===== src/rtl/int_ctrl.sv =====
// int_ctrl: six-source interrupt controller driving CPU HWInt[7:2].
// Optional macro INT_CTRL_PRIO_EN makes HWInt one-hot (lowest index wins).
//
// Ports:
//   Clock, Reset    - system clock, synchronous active-high reset
//   IRQ[5:0]        - device interrupt lines (Clock domain)
//   Addr[1:0]       - register select: 0 PEND, 1 MASK, 2 MODE, 3 STATUS
//   WE, WD[31:0]    - single-cycle write strobe and data (WD[5:0] used)
//   RD[31:0]        - combinational read data for Addr
//   HWInt[5:0]      - registered interrupt vector
module int_ctrl #(
  parameter int NSRC = 6
) (
  input  logic            Clock,
  input  logic            Reset,
  input  logic [NSRC-1:0] IRQ,
  input  logic [1:0]      Addr,
  input  logic            WE,
  input  logic [31:0]     WD,
  output logic [31:0]     RD,
  output logic [NSRC-1:0] HWInt
);

  logic [NSRC-1:0] irq_q;
  logic [NSRC-1:0] pend;
  logic [NSRC-1:0] mask;
  logic [NSRC-1:0] mode;

  logic [NSRC-1:0] rise;
  logic [NSRC-1:0] clr;
  logic [NSRC-1:0] pend_nxt;
  logic [NSRC-1:0] act;
  logic [NSRC-1:0] hw_nxt;
  logic [2:0]      idx;
  logic            any;
  logic            wd_unused;

  assign wd_unused = ^WD[31:NSRC];

  assign rise = IRQ & ~irq_q;
  assign clr  = (WE && Addr == 2'd0) ? WD[NSRC-1:0] : '0;

  // Level bits track IRQ; edge bits set on rise, else clear on write.
  // A rise beats a same-cycle clear so no edge is lost.
  assign pend_nxt = (~mode & IRQ)
                  | (mode & (rise | (pend & ~clr)));

  assign act = pend & mask;
  assign any = |act;

  always_comb begin
    idx = 3'd7;
    for (int i = NSRC - 1; i >= 0; i--) begin
      if (act[i]) idx = i[2:0];
    end
  end

`ifdef INT_CTRL_PRIO_EN
  // Isolate lowest set bit: matches the STATUS index.
  assign hw_nxt = act & (-act);
`else
  assign hw_nxt = act;
`endif

  always_ff @(posedge Clock) begin
    if (Reset) begin
      irq_q <= '0;
      pend  <= '0;
      mask  <= '0;
      mode  <= '0;
      HWInt <= '0;
    end else begin
      irq_q <= IRQ;
      pend  <= pend_nxt;
      HWInt <= hw_nxt;
      if (WE && Addr == 2'd1) mask <= WD[NSRC-1:0];
      if (WE && Addr == 2'd2) mode <= WD[NSRC-1:0];
    end
  end

  always_comb begin
    RD = '0;
    case (Addr)
      2'd0: RD = {{(32-NSRC){1'b0}}, pend};
      2'd1: RD = {{(32-NSRC){1'b0}}, mask};
      2'd2: RD = {{(32-NSRC){1'b0}}, mode};
      2'd3: RD = {any, 28'b0, idx};
      default: RD = '0;
    endcase
  end

endmodule


===== config.mk =====
export PLATFORM = sky130hd
export DESIGN_NAME = int_ctrl
export DESIGN_NICKNAME = d
export VERILOG_FILES = /design/src/rtl/int_ctrl.sv
export SDC_FILE = /design/constraint.sdc
export NUM_CORES = 1
export LEC_CHECK = 0
export CAP_MARGIN = 20
export CORE_MARGIN = 5
export CORE_UTILIZATION = 35
export DETAILED_ROUTE_END_ITERATION = 8
export PLACE_DENSITY = 0.76
export SYNTH_ARGS = -nofsm -noshare
export SYNTH_HDL_FRONTEND = slang
export SYNTH_SLANG_ARGS = --single-unit

===== constraint.sdc =====
create_clock -name Clock -period 1 [get_ports Clock]
set_input_delay 0.1 -clock Clock [delete_from_list [all_inputs] [get_ports Clock]]
set_output_delay 0.1 -clock Clock [all_outputs]
set_load 0.005 [all_outputs]

==> results of run 1 <==
==> critical path: stages (launching register included) <==
cell	delay [ps]
dfxtp_2	340
nand2_2	60
buf_6	120
and3b_1	180
a311oi_2	200
o32a_1	210
buf_2	120
==> worst min path at each step <==
| stage | to | slack [ps] | start |
|---|---|---|---|
| detailed placement | pend[3] | 460 | irq_q[3] |
| finish | irq_q[5] | 170 | Reset |
| global placement | pend[4] | 450 | irq_q[4] |
| floorplan | mask[1] | 240 | WD[1] |
| global route | irq_q[5] | 200 | Reset |
| CTS | irq_q[0] | 390 | IRQ[0] |
==> power groups by stage <==
| stage | Sequential, uW | Combinational (uW) | Clock, uW |
|---|---|---|---|
| 3_3_place_gp | 1290 | 423 | 0 |
| 4_1_cts | 1270 | 435 | 1010 |
| 3_5_place_dp | 1290 | 431 | 0 |
| 5_1_grt | 1280 | 500 | 1060 |
| 6_report | 1270 | 458 | 996 |
| 2_1_floorplan | 1290 | 253 | 0 |
==> synth_stat cells, drive strengths merged (2+ instances only) <==
library cell | instances | share of area
a311oi | 6 | 0.039
nor2b | 10 | 0.042
nand3 | 9 | 0.034
a21oi | 9 | 0.030
o21ai | 3 | 0.010
a21o | 5 | 0.025
nand2b | 2 | 0.0084
nand2 | 28 | 0.074
nor2 | 13 | 0.034
o32a | 3 | 0.021
dfxtp | 30 | 0.40
mux2i | 9 | 0.060
buf | 33 | 0.16
and2 | 2 | 0.0084
==> cell usage in the layout (no fill, tap or decap), drive strengths merged, types with 2 or more instances in the layout <==
master	synthesis	layout
buf	33	58
o32a	3	3
nor2	13	13
conb	1	25
mux2i	9	9
clkdlybuf4s50	0	12
a21oi	9	9
dfxtp	30	30
dlymetal6s2s	0	2
nand2b	2	2
and2	2	2
a21o	5	5
o21ai	3	3
dlygate4sd2	0	6
nand2	28	28
clkbuf	0	7
a311oi	6	6
nor2b	10	10
nand3	9	9
==> final cells by class <==
| cell class | instances | share of cell area |
|---|---|---|
| clock buffers | 7 | 0.0384 |
| clock inverters | 1 | 0.00222 |
| well taps | 50 | 0.0278 |
| multi-input cells | 132 | 0.364 |
| flip-flops and latches | 30 | 0.273 |
| repair buffers | 78 | 0.295 |
==> registers in the layout, summed over array words and instances, names as in the netlist <==
signal,count
HWInt,6
irq_q,6
mask,6
mode,6
pend,6
==> cells by family after synthesis <==
| family | after synthesis | share of synthesized area |
|---|---|---|
| other | 1 | 0.00251 |
| muxes | 9 | 0.0604 |
| buffers and inverters | 33 | 0.163 |
| AOI/OAI and AO/OA | 29 | 0.143 |
| and+or+nand+nor | 69 | 0.228 |
| DFF | 30 | 0.403 |
==> layer usage <==
metal / part of all wire / track usage
met1: 0.40 / 0.163
met2: 0.51 / 0.255
met3: 0.074 / 0.0441
met4: 0.020 / 0.0796
met5: 0 / 0
==> metrics by stage <==
stage / cell area [um2] / utilization / setup slack [ps] / hold slack, ps / total power (uW)
after floorplan: 1590 / - / -16.9 / 244 / 1550
after global placement: 2030 / 0.501 / -839 / 452 / 1710
after detailed placement: 2030 / 0.501 / -866 / 460 / 1720
after CTS: 2180 / 0.537 / -632 / 385 / 2720
after global routing: 2250 / 0.555 / -678 / 204 / 2840
final: 2250 / 0.555 / -604 / 165 / 2730
==> timing repair <==
action / 4_1_cts / 5_1_grt
buffers inserted: 5 / 2
pin swaps: 11 / 10
endpoints found under the setup margin: 31 / 23
resized for setup: 67 / 14
==> implementation parameters, run 1 <==
Parameter                              Value

Floorplanning
  Ports ... 81
  Number of core rows ... 23
  Starting utilization of the core area ... 0.368
  Die width ... 75.3 um
  Height of the chip ... 75.3 um
  Area enclosed by the die boundary ... 5670 um2
  Standard cell core area ... 4060 um2

Critical path
  First element of the critical path ... pend[1]
  Worst setup SP type ... flop
  Reg2reg start ... pend[4]
  Arrival time at the worst endpoint ... 1500 ps
  Crit path max fanout ... 2
  Reg-to-reg endpoint ... pend[4]
  Crit Path Category ... reg -> out
  Worst path required time ... 900 ps
  Reg-to-reg slack, setup ... 70 ps
  Worst reg2reg path depth ... 5
  Crit path capture type ... primary output
  Worst Setup EP ... RD[0]

Place
  Global placement routability congestion ... 0.870
  Cells after DPL ... 284
  Hpwl dp ... 2.95 mm
  PortBufs ... 29

Final layout
  Count of placed standard cells in the final layout, fillers left out ... 298
  Seq. cell area ... 616 um2
  Area of the multi-input gates ... 818 um2
  # nets final ... 290
  Fraction of final layout cells with drive strength greater than 1 ... 0.387
  Antenna Diode Count ... 0
  Number of filler instances in the final layout ... 350
  Layout Area Growth over Synthesis ... 50.9%

Power and ir drop
  Fraction of power consumed by the clock network ... 0.365
  Switching power ... 680 uW
  Pleak ... 0.00111 uW
  Sequential Power Share ... 0.467
  Internal power consumption ... 2050 uW
  Power density cells ... 1210 nW/um2
  Net switching fraction of the power ... 0.250
  Fraction of power consumed by combinational cells ... 0.168
  Worst IR Drop VDD ... 0.773 mV

Clock tree
  Hold-fix buffer count after cts ... 0
  Clock latency on the worst-skew pair ... 280 ps
  Clock tree from TritonCTS ... done
  Cell at the root of the clock tree ... clkbuf_8
  Clock slew seen by the registers of the worst setup and hold paths ... 60 ps
  Maximum level of the CTS H-tree ... 2
  Number of sinks on the clock net ... 30
  Number of CTS-inserted buffers ... 5
  Max Buffers Root-to-Sink ... 2

Drt
  Total length of routed wires ... 3.95 mm
  Number of nets with antenna violations after detailed routing ... 0
  Via-per-instance ratio ... 4.69
  Number of DRC violations after detailed-routing iteration 0 ... 105
  Average wire per cell in the routed design ... 13.3 um
  DR DRC count ... 0
  Detailed-router iteration count before antenna repair ... 4
  Vias ... 1,399

Synthesis
  Count of flip-flops with a built-in enable after synthesis ... 0
  Area of the mapped netlist ... 1490 um2
  Mean instance size in the synthesized netlist ... 8.72 um2
  Fraction of the yosys area taken by sequential cells ... 0.403
  Total number of yosys warnings ... 0
  Mapped Cells ... 171
  #FFs+latches synth ... 30
  Synth Flop Type ... dfxtp_1
  Post-synth ARST share ... 0
  Number of distinct library cell variants in the gate-level netlist after synthesis ... 30

STA
  Final period util ... 1.60
  Largest clock skew in the final design ... 2.39 ps
  Fin worst setup slack ... -604 ps
  Count of final hold-check violations ... 0
  Min cycle time layout ... 1600 ps
  Setup-violating endpoint count in the final report ... 7
  Setup repair after global routing missed its margin ... yes
  Final Slew Violations ... 0
  Final total negative setup slack ... -2580 ps
  Maximum operating frequency ... 624 MHz

Flow run
  Count of max-cap constraint violations ... 0

GRT
  Number of global-route vias before repair ... 1,436
  Maximum number of pins on one net before global-route repair ... 19
  First-pass GRT wire length ... 6.24 mm
  Global Route Usage Sum ... 0.148
  Initial antenna violation count ... 0
  GRT overflow ... 0

Status
  Failing checks ... setup timing
  Status ... complete, but fails checks

Hold path
  Worst Hold Class ... in -> reg
  Worst hold path cell count ... 2
No activity file was read; power rests on OpenSTA's default activity.
==> run 2, diff against run 1 <==
CORE_UTILIZATION = 39   (was 35)
PLACE_DENSITY = default   (was 0.76)
PLACE_DENSITY_LB_ADDON = 0.2   (was default)
clock period = 1.5 ns   (was 1 ns; I/O delays follow)
==> run 2 against run 1 <==
  * The flow now finishes without violations
  * Clock skew is 0.62 ps higher
  * Sequential cell count stayed put
  * Cell count is 6.7% lower
  * Clock power is 34% lower
  * Non-clock buffer count is 18 lower
  * Power is 35% lower
  * Sequential share of layout area is 2.4 points higher
  * Largest power group unchanged
==> implementation parameters, run 2 (same netlist as run 1, synthesis figures left out) <==
Parameter                              Value

Hold path
  Worst Hold Class ... in -> reg

Floorplanning
  Starting utilization of the core area ... 0.404
  Standard cell core area ... 3690 um2
  Die width ... 71.8 um
  Ports ... 81
  Height of the chip ... 71.8 um
  Number of core rows ... 22
  Area enclosed by the die boundary ... 5160 um2

Drt
  Total length of routed wires ... 3.59 mm
  Number of nets with antenna violations after detailed routing ... 0
  DR DRC count ... 0
  Average wire per cell in the routed design ... 12.9 um
  Vias ... 1,308
  Via-per-instance ratio ... 4.71
  Detailed-router iteration count before antenna repair ... 4
  Number of DRC violations after detailed-routing iteration 0 ... 33

Clock tree
  Number of buffers added for setup after CTS ... 0
  Hold-fix buffer count after cts ... 0
  Number of sinks on the clock net ... 30
  Clock tree from TritonCTS ... done
  Cell at the root of the clock tree ... clkbuf_8
  Max Buffers Root-to-Sink ... 2
  Clock latency on the worst-skew pair ... 280 ps
  Number of CTS-inserted buffers ... 5
  Clock slew seen by the registers of the worst setup and hold paths ... 60 ps
  Maximum level of the CTS H-tree ... 2

Critical path
  Cell-by-cell trace of the critical path ... nand2_4, nand3_2, a311oi_2, o32a_1, buf_2
  Arrival time at the worst endpoint ... 1340 ps
  Cell type of the slowest stage on the worst timing path ... dfxtp_2
  Crit Path Category ... reg -> out
  Highest cell delay on the worst timing path ... 350 ps
  Crit path max fanout ... 4
  Crit path capture type ... primary output
  Worst setup SP type ... flop
  Worst path required time ... 1350 ps

STA
  Setup repair after global routing missed its margin ... yes
  Maximum operating frequency ... 670 MHz
  Count of final hold-check violations ... 0
  Fin worst setup slack ... 6.87 ps
  Setup-violating endpoint count in the final report ... 0
  Final total negative setup slack ... 0 ps
  Final period util ... 0.995
  Min cycle time layout ... 1490 ps
  Largest clock skew in the final design ... 3.01 ps
  Final Slew Violations ... 0
  Worst hold margin ... 445 ps

Place
  PortBufs ... 29
  Global placement routability congestion ... 0.797
  Pre-CTS WS ... -392 ps
  Cells after DPL ... 270
  Hpwl dp ... 2.69 mm

GRT
  Maximum number of pins on one net before global-route repair ... 30
  Initial antenna violation count ... 0
  GRT overflow ... 0
  Global Route Usage Sum ... 0.142
  Number of global-route vias before repair ... 1,366
  First-pass GRT wire length ... 5.88 mm

Power and ir drop
  Power density cells ... 859 nW/um2
  Switching power ... 427 uW
  Sequential Power Share ... 0.481
  Fraction of power consumed by combinational cells ... 0.148
  Internal power consumption ... 1340 uW
  Worst IR Drop VDD ... 0.546 mV
  Fraction of power consumed by the clock network ... 0.371
  Net switching fraction of the power ... 0.242
  Pleak ... 0.000967 uW

Final layout
  Fraction of final layout cells with drive strength greater than 1 ... 0.278
  # nets final ... 272
  Most used cells in the layout excluding fill and tap cells ... 25 x conb_1, 25 x buf_4, 22 x dfxtp_1, 22 x nand2_1, 20 x clkdlybuf4s50_1
  Antenna Diode Count ... 0
  Count of placed standard cells in the final layout, fillers left out ... 278
  Number of filler instances in the final layout ... 381
  Core Util, Final ... 0.557
  Layout Area Growth over Synthesis ... 37.8%

Status
  Status ... complete, no violations

Flow run
  Count of max-cap constraint violations ... 0
==> run 2: worst paths after layout <==
check           start        to  slack, ps  depth (start not counted)
min reg2reg  irq_q[1]   pend[1]        480                          2
max reg2reg   pend[2]   pend[2]        530                          4
max           pend[0]     RD[0]          7                          5
min            IRQ[5]  irq_q[5]        440                          2
==> run 2: timing repair <==
item | in CTS | in global routing
gates resized for setup | 37 | 6
endpoints found under the setup margin | 7 | 4
gates cloned | 1 | 0
pin swaps | 11 | 6
==> run 2: layout make-up <==
| cell class | instances | area [um2] | share of cell area |
|---|---|---|---|
| Timing Repair Buffer | 60 | 528 | 0.257 |
| Multi-Input combinational cell | 132 | 764 | 0.372 |
| Clock buffer | 7 | 86.3 | 0.0420 |
| Tap cell | 48 | 60.1 | 0.0292 |
| Sequential cell | 30 | 611 | 0.297 |
| Clock inverter | 1 | 5.00 | 0.00244 |
==> run 2: routing by layer <==
layer	wire length, um	track usage	up-vias
li1	-	-	648
met1	1480	0.166	615
met2	1850	0.242	40
met3	226	0.0407	5
met4	42	0.0605	0
met5	0	0	-
==> run 2: critical path: cells and delay by family (launching register included) <==
family	cells	cell delay [ps]
AOI/OAI and AO/OA	2	430
and+or+nand+nor	2	180
buffers and inverters	1	110
DFF	1	350
==> run 2: metrics by stage <==
stage	power, uW	area (um2)
2_1_floorplan	1030	1580
3_3_place_gp	1120	1930
3_5_place_dp	1130	1930
4_1_cts	1780	2030
5_1_grt	1850	2050
6_report	1770	2050
==> run 2: power by group through the flow <==
| stage | Clock (uW) | Combinational, uW | Sequential, uW |
|---|---|---|---|
| finish | 654 | 262 | 849 |
| global route | 710 | 289 | 852 |
| CTS | 676 | 258 | 848 |
| detailed placement | 0 | 265 | 861 |
| global placement | 0 | 261 | 860 |
| floorplan | 0 | 169 | 860 |
==> run 3, diff against run 2 <==
SKIP_LAST_GASP = 1   (was default)
==> run 3 against run 2 <==
  * Count of clock-buffer cells in the layout is the same
  * Sequential power about the same
  * Critical path depth fell by 1
==> implementation parameters, run 3 (same netlist as run 1, synthesis figures left out) <==
Parameter                              Value

Drt
  Via-per-instance ratio ... 4.72
  Number of nets with antenna violations after detailed routing ... 0
  Detailed-router iteration count before antenna repair ... 4
  DR DRC count ... 0
  Total length of routed wires ... 3.58 mm
  Average wire per cell in the routed design ... 12.9 um
  Vias ... 1,312
  Number of DRC violations after detailed-routing iteration 0 ... 27

Place
  Global placement routability congestion ... 0.797
  Hpwl dp ... 2.69 mm
  PortBufs ... 29
  Placement Cell Area ... 1930 um2
  Cells after DPL ... 270
  Pre-CTS WS ... -392 ps

Power and ir drop
  Internal power consumption ... 1340 uW
  Switching power ... 428 uW
  Pleak ... 0.000964 uW
  Worst IR Drop VDD ... 0.545 mV
  Fraction of power consumed by the clock network ... 0.371
  Power density cells ... 864 nW/um2
  Fraction of power consumed by combinational cells ... 0.148
  Sequential Power Share ... 0.481
  Total power draw ... 1770 uW
  Net switching fraction of the power ... 0.242

Final layout
  Post-route design area ... 2040 um2
  Count of placed standard cells in the final layout, fillers left out ... 278
  Seq. cell area ... 611 um2
  Area of the multi-input gates ... 762 um2
  Most used cells in the layout excluding fill and tap cells ... 27 x buf_4, 25 x conb_1, 22 x dfxtp_1, 22 x nand2_1, 20 x clkdlybuf4s50_1
  Antenna Diode Count ... 0
  # nets final ... 272
  Layout Area Growth over Synthesis ... 37.1%
  Number of filler instances in the final layout ... 376
  Most common library cell in the layout ignoring fill and taps ... buf_4
  Fraction of final layout cells with drive strength greater than 1 ... 0.274

GRT
  Maximum number of pins on one net before global-route repair ... 30
  GRT overflow ... 0
  First-pass GRT wire length ... 5.88 mm
  Initial antenna violation count ... 0
  Global Route Usage Sum ... 0.142
  Number of global-route vias before repair ... 1,366

STA
  Final Slew Violations ... 0
  Setup repair after global routing missed its margin ... yes
  Largest clock skew in the final design ... 2.75 ps
  Final period util ... 0.998
  Maximum operating frequency ... 668 MHz
  Min cycle time layout ... 1500 ps
  Worst hold margin ... 445 ps
  Count of final hold-check violations ... 0
  Fin worst setup slack ... 2.90 ps
  Setup-violating endpoint count in the final report ... 0

Clock tree
  Number of buffers added for setup after CTS ... 0
  Maximum level of the CTS H-tree ... 2
  Clock slew seen by the registers of the worst setup and hold paths ... 60 ps
  Cell at the root of the clock tree ... clkbuf_8
  Number of sinks on the clock net ... 30
  Hold-fix buffer count after cts ... 0
  Clock latency on the worst-skew pair ... 280 ps
  Number of CTS-inserted buffers ... 5
  Max Buffers Root-to-Sink ... 2
  Clock tree from TritonCTS ... done

Floorplanning
  Height of the chip ... 71.8 um
  Die width ... 71.8 um
  Ports ... 81
  Standard cell core area ... 3690 um2
  Number of core rows ... 22
  Area enclosed by the die boundary ... 5160 um2
  Starting utilization of the core area ... 0.404

Critical path
  Crit Path Category ... reg -> out
  Highest cell delay on the worst timing path ... 340 ps
  Crit path capture type ... primary output
  Worst path buffer plus inverter count ... 2
  Worst path required time ... 1350 ps
  Cell type of the slowest stage on the worst timing path ... dfxtp_2
  Crit path max fanout ... 3
  Worst setup SP type ... flop
  Cell-by-cell trace of the critical path ... buf_4, and2_1, o311a_1, buf_2
  Arrival time at the worst endpoint ... 1350 ps
  Delay-heaviest family, CP ... flip-flops

Flow run
  Count of max-cap constraint violations ... 0

Hold path
  Worst Hold Class ... in -> reg

Status
  Status ... complete, no violations
==> run 3: cell count changes in the layout (fill, tap and decap cells not counted) <==
cell	previous run	this run
buf_4	25	27
buf_6	5	3
and2_1	1	2
and2_4	1	0
==> run 3: area by class of cell <==
cell class | instances | area share
Multi-Input combinational cell | 132 | 0.373
Clock inverter | 1 | 0.00245
Tap cell | 48 | 0.0294
Clock buffer | 7 | 0.0422
Sequential cell | 30 | 0.299
Timing Repair Buffer | 60 | 0.255
==> run 3: metal layers <==
layer  track usage  part of all wire
met1         0.166              0.42
met2         0.242              0.50
met3        0.0407             0.059
met4        0.0605             0.015
met5             0                 0
==> run 3: final timing paths <==
kind         startpoint  cells after the start        to  slack [ps]
max             mask[0]                      4    RD[31]           3
min              IRQ[5]                      2  irq_q[5]         450
max reg2reg     pend[2]                      4   pend[2]         530
min reg2reg    irq_q[1]                      2   pend[1]         480
==> run 3: what timing repair did <==
| item | CTS | global route |
|---|---|---|
| cloned | 1 | 0 |
| endpoints found under the setup margin | 7 | 4 |
| resized for setup | 37 | 3 |
| pin swaps | 11 | 6 |
==> run 3: through the flow <==
stage          utilization  TNS (ps)
6_report             0.554         0
5_1_grt              0.554      -150
4_1_cts              0.551         0
3_5_place_dp         0.524     -3620
3_3_place_gp         0.524     -3580
2_1_floorplan            -         0
==> run 3: power groups by stage <==
| stage | Combinational, uW | Sequential (uW) | Clock (uW) |
|---|---|---|---|
| final | 261 | 849 | 655 |
| after global routing | 288 | 852 | 710 |
| after CTS | 258 | 848 | 676 |
| after detailed placement | 265 | 861 | 0 |
| after global placement | 261 | 860 | 0 |
| after floorplan | 169 | 860 | 0 |
